<file path="src/rtl/motor_plant_model_pkg.sv">
// Shared types and constants for the rotor plant model: default widths, rpm bound
// and the motor channel index map.
package motor_plant_model_pkg;

    localparam int DW_DEF = 16;

    typedef logic signed [DW_DEF-1:0] rpm_t;

    localparam int MOT_L  = 0;
    localparam int MOT_R  = 1;
    localparam int MOT_F  = 2;
    localparam int MOT_RV = 3;

    localparam logic [DW_DEF-1:0] RPM_MAX_DEF = 16'h157C;

endpackage

</file>
<file path="src/rtl/motor_plant_model_channel.sv">
// One rotor channel: transport delay line, scaled integrator clamped to [0, RPM_MAX],
// locked-rotor fault and settle detector. PLANT_DRAG_EN adds a first-order drag term.
module motor_plant_model_channel
    import motor_plant_model_pkg::*;
#(
    parameter int              DW         = DW_DEF,
    parameter int              GAIN_SHIFT = 3,
    parameter int              DELAY      = 1,
    parameter logic [DW-1:0]   RPM_MAX    = RPM_MAX_DEF,
    parameter int              SETTLE_WIN = 4,
    parameter int              SETTLE_CYC = 16,
    parameter int              DRAG_SHIFT = 6
) (
    input  logic                 clk,
    input  logic                 resetn,
    input  logic                 en_i,
    input  logic signed [DW-1:0] motSet_i,
    input  logic                 faultStall_i,
    output logic signed [DW-1:0] rpmSense_o,
    output logic                 satHi_o,
    output logic                 satLo_o,
    output logic                 settled_o
);

    localparam int SW = DW + 2;
    localparam int CW = $clog2(SETTLE_CYC + 1);
    localparam logic signed [SW-1:0] RPM_MAX_W = SW'(RPM_MAX);

    logic signed [DW-1:0] dl_q [DELAY];
    logic signed [DW-1:0] dl_d [DELAY];
    logic signed [DW-1:0] rpm_q, rpm_d;
    logic                 satHi_q, satHi_d;
    logic                 satLo_q, satLo_d;
    logic [CW-1:0]        cnt_q, cnt_d;
    logic signed [SW-1:0] sum;
    logic signed [SW-1:0] delta;

    // The delay line keeps shifting during a stall, so released channels resume
    // integrating whatever commands were in flight.
    always_comb begin
        dl_d    = dl_q;
        rpm_d   = rpm_q;
        satHi_d = satHi_q;
        satLo_d = satLo_q;
        cnt_d   = cnt_q;
        sum     = '0;
        delta   = '0;
        if (en_i) begin
            dl_d[0] = motSet_i >>> GAIN_SHIFT;
            for (int i = 1; i < DELAY; i++) begin
                dl_d[i] = dl_q[i-1];
            end
            sum = SW'(rpm_q) + SW'(dl_q[DELAY-1]);
`ifdef PLANT_DRAG_EN
            sum = sum - SW'(rpm_q >>> DRAG_SHIFT);
`endif
            if (faultStall_i) begin
                rpm_d   = '0;
                satHi_d = 1'b0;
                satLo_d = 1'b0;
                cnt_d   = '0;
            end else begin
                if (sum > RPM_MAX_W) begin
                    rpm_d   = RPM_MAX;
                    satHi_d = 1'b1;
                    satLo_d = 1'b0;
                end else if (sum < 0) begin
                    rpm_d   = '0;
                    satHi_d = 1'b0;
                    satLo_d = 1'b1;
                end else begin
                    rpm_d   = sum[DW-1:0];
                    satHi_d = 1'b0;
                    satLo_d = 1'b0;
                end
                // Delta is taken after clamping, so a channel pinned at a bound settles.
                delta = SW'(rpm_d) - SW'(rpm_q);
                if (delta < 0) begin
                    delta = -delta;
                end
                if (delta <= SW'(SETTLE_WIN)) begin
                    cnt_d = (cnt_q >= CW'(SETTLE_CYC)) ? cnt_q : cnt_q + CW'(1);
                end else begin
                    cnt_d = '0;
                end
            end
        end
    end

    always_ff @(posedge clk or negedge resetn) begin
        if (!resetn) begin
            for (int i = 0; i < DELAY; i++) begin
                dl_q[i] <= '0;
            end
            rpm_q   <= '0;
            satHi_q <= 1'b0;
            satLo_q <= 1'b0;
            cnt_q   <= '0;
        end else begin
            dl_q    <= dl_d;
            rpm_q   <= rpm_d;
            satHi_q <= satHi_d;
            satLo_q <= satLo_d;
            cnt_q   <= cnt_d;
        end
    end

    assign rpmSense_o = rpm_q;
    assign satHi_o    = satHi_q;
    assign satLo_o    = satLo_q;
    assign settled_o  = (cnt_q >= CW'(SETTLE_CYC));

endmodule

</file>
<file path="config.mk">
export PLATFORM = sky130hd
export DESIGN_NAME = motor_plant_model_channel
export DESIGN_NICKNAME = d
export VERILOG_FILES = /design/src/rtl/motor_plant_model_pkg.sv /design/src/rtl/motor_plant_model_channel.sv
export SDC_FILE = /design/constraint.sdc
export NUM_CORES = 1
export LEC_CHECK = 0
export CAP_MARGIN = 20
export CORE_ASPECT_RATIO = 0.6
export CORE_UTILIZATION = 59
export CTS_BUF_LIST = sky130_fd_sc_hd__clkbuf_16
export DETAILED_ROUTE_END_ITERATION = 8
export PLACE_DENSITY = 0.82
export SKIP_LAST_GASP = 1
export SLEW_MARGIN = 20
export SYNTH_ARGS = -nofsm -noshare
export SYNTH_HDL_FRONTEND = slang
export SYNTH_SLANG_ARGS = --single-unit
</file>
<file path="constraint.sdc">
create_clock -name clk -period 8.26 [get_ports clk]
set_input_delay 1.652 -clock clk [delete_from_list [all_inputs] [get_ports clk]]
set_output_delay 1.652 -clock clk [all_outputs]
set_load 0.1 [all_outputs]
</file>
==> flow_summary.toml <==
[status]
status = "completed"

[critical_path]
critPathBufInv = 0
reg2reg_slack_ps = 380
critPathTopFamily = "compound AO/OA/AOI/OAI gates"
r2r_cells = 25
critPathCaptureType = "flop"
cp_max_fo = 7
r2r-end = "cnt_q[2]"
arrival_ps = 8070
slowest_delay_ps = 610
crit_type = "flop to flop"
worstPathRequired_ps = 8450
crit_slowest_cell = "a222oi_1"
cp.depth = 25
regToRegStartpoint = "rpmSense_o[1]"
crit_path_start_kind = "flop"

[drt]
drt-total-wl_um = 10570
vias = 3884
antenna_left = 0
drtPass1Iterations = 5
drt-wirelength-per-cell_um = 18.01
initialDrtViolationCount = 415
drc = 0
via_per_inst = 6.617

[die]
rows = 22
core_um2 = 6248
die_area_um2 = 6968
ios = 39
dieWidth_um = 107.1
initial_utilization_pct = 62.58
die_height_um = 65.06

[sta]
timing.fmax_ghz = 0.1270
fin_crit_ps = 7876
worstMarginPinSlew_ps = 983.4
final_hold_viol_count = 0
relSlewSlack_pct = 34.24
slew_viol_final = 0
setup-violations-final = 0
rsz0062_at_grt = "false"
clock_skew_ps = 6.186
finalSetupTns_ps = 0
period_share_pct = 95.36

[hold_path]
hp-start = "dl_q[2]"
min_to = "dl_q[2]"
hold_depth = 1
min_path_type = "flop to flop"

[cts]
cts_tree = "built"
cts_max_level = 2
root_buffer = "clkbuf_16"
cts.clk_slew.worst_paths_ps = 60
cts_sinks = 36
cts_buffer_depth = 2
cts_buffers = 5
post_cts_resized = 0
postCtsSetupBuffers = 0
hold_buffers = 0
clk_latency_ps = 290

[synth]
synth.distinct_cells = 69
syn-mean-instance-area_um2 = 8.232
synth_edf_count = 0
synthXorXnorAreaFrac_pct = 4.480
ys_ff_latch = 36
synth_ff_type = "dfrtp_1"
ys_seq_area_share_pct = 23.04
yosys.area_share.simple_pct = 21.92
synthArstFlopShare_pct = 100.0
ys_warn_count = 0
synth_adder_area_share_pct = 12.22
synth_nets = 532
syn-cell-area_um2 = 3910
synthMuxAreaShare_pct = 4.256
synth_compound_area_share_pct = 28.06
synthCells = 475
synth_top_family_by_area = "compound AO/OA/AOI/OAI gates"

[placement]
placed_cells = 579
gp_congestion = 0.8806
dp_hpwl_um = 7851
port_buffers = 35

[global_route]
grt_max_degree = 51
track_usage_pct = 32.53
grt_pass1_vias = 3540
grt_pass1_wl_um = 17530
antenna_found_initial = 0
grt_overflow = 0

[layout]
stdcell_count = 587
drive_gt1_share_pct = 8.549
area_growth_pct = 13.09
antenna_cells = 0
nets = 559

[run]
maxCapViolations = 0
-- cell usage in the layout (no fill, tap or decap), types with 11 or more instances in the layout --
| cell type | Yosys | routed |
|---|---|---|
| a21oi_1 | 24 | 24 |
| a31oi_1 | 13 | 13 |
| clkdlybuf4s50_1 | 0 | 33 |
| dfrtp_1 | 36 | 36 |
| ha_1 | 35 | 35 |
| inv_1 | 40 | 40 |
| mux2_2 | 13 | 13 |
| nand2_1 | 30 | 30 |
| nor2_1 | 34 | 34 |
| nor3_1 | 18 | 18 |
| o21ai_0 | 31 | 31 |
| o22ai_1 | 12 | 12 |
| xnor2_1 | 11 | 11 |
-- state kept, by name (all words and copies together) (netlist names) --
signal / flops
rpmSense_o: 16
dl_q: 13
cnt_q: 5
satHi_o: 1
satLo_o: 1
-- layout make-up --
class | instances | area, um^2
clock buffers | 5 | 125.1
clock inverters | 3 | 18.77
fillers | 497 | 1827
inverters | 40 | 150.1
multi-input cells | 383 | 2774
flip-flops and latches | 36 | 900.9
well taps | 84 | 105.1
repair buffers | 36 | 347.8
-- synth_stat cells, types with 11 or more instances --
master	n	area (um^2)
mux2_2	13	146.4
a31oi_1	13	81.33
xnor2_1	11	96.34
inv_1	40	150.1
nor2_1	34	127.6
a21oi_1	24	120.1
nand2_1	30	112.6
dfrtp_1	36	900.9
nor3_1	18	90.09
ha_1	35	437.9
o22ai_1	12	75.07
o21ai_0	31	155.2
-- stage by stage --
step	area [um^2]	utilization [%]	hold slack, ps	setup WS [ps]
5_1_grt	4422	70.76	527.7	38.48
2_1_floorplan	3910	-	484.9	1347
3_3_place_gp	4278	68.46	497.2	995.4
6_report	4422	70.76	509.9	383.5
4_1_cts	4422	70.76	514.6	618.5
3_5_place_dp	4278	68.46	501.1	690.5
-- cell families after synthesis --
family          after synthesis
compound gates              153
xor+xnor                     20
fa+ha+maj                    37
buf+inv                      56
flops                        36
mux                          15
simple gates                158
-- per-layer routing --
layer / wire length [um] / vias up / share of wire, % / global-route usage (%)
met5: 0 / - / 0 / 0
met4: 90 / 0 / 0.85 / 6.164
met3: 1031 / 14 / 9.8 / 6.338
met2: 4420 / 205 / 42 / 49.92
met1: 5029 / 1827 / 48 / 47.50
li1: - / 1838 / - / -
-- worst max path at each step --
| stage | start | endpoint | slack, ps |
|---|---|---|---|
| 3_5_place_dp | rpmSense_o[1] | cnt_q[2] | 690 |
| 5_1_grt | rpmSense_o[0] | cnt_q[2] | 40 |
| 4_1_cts | rpmSense_o[1] | cnt_q[2] | 620 |
| 3_3_place_gp | rpmSense_o[1] | cnt_q[2] | 1000 |
| 2_1_floorplan | rpmSense_o[1] | cnt_q[2] | 1350 |
| 6_report | rpmSense_o[1] | cnt_q[2] | 380 |
Power is left out: the tool's default activity adds up to more than one toggle a clock period on the data nets, which glitch-free logic cannot reach.
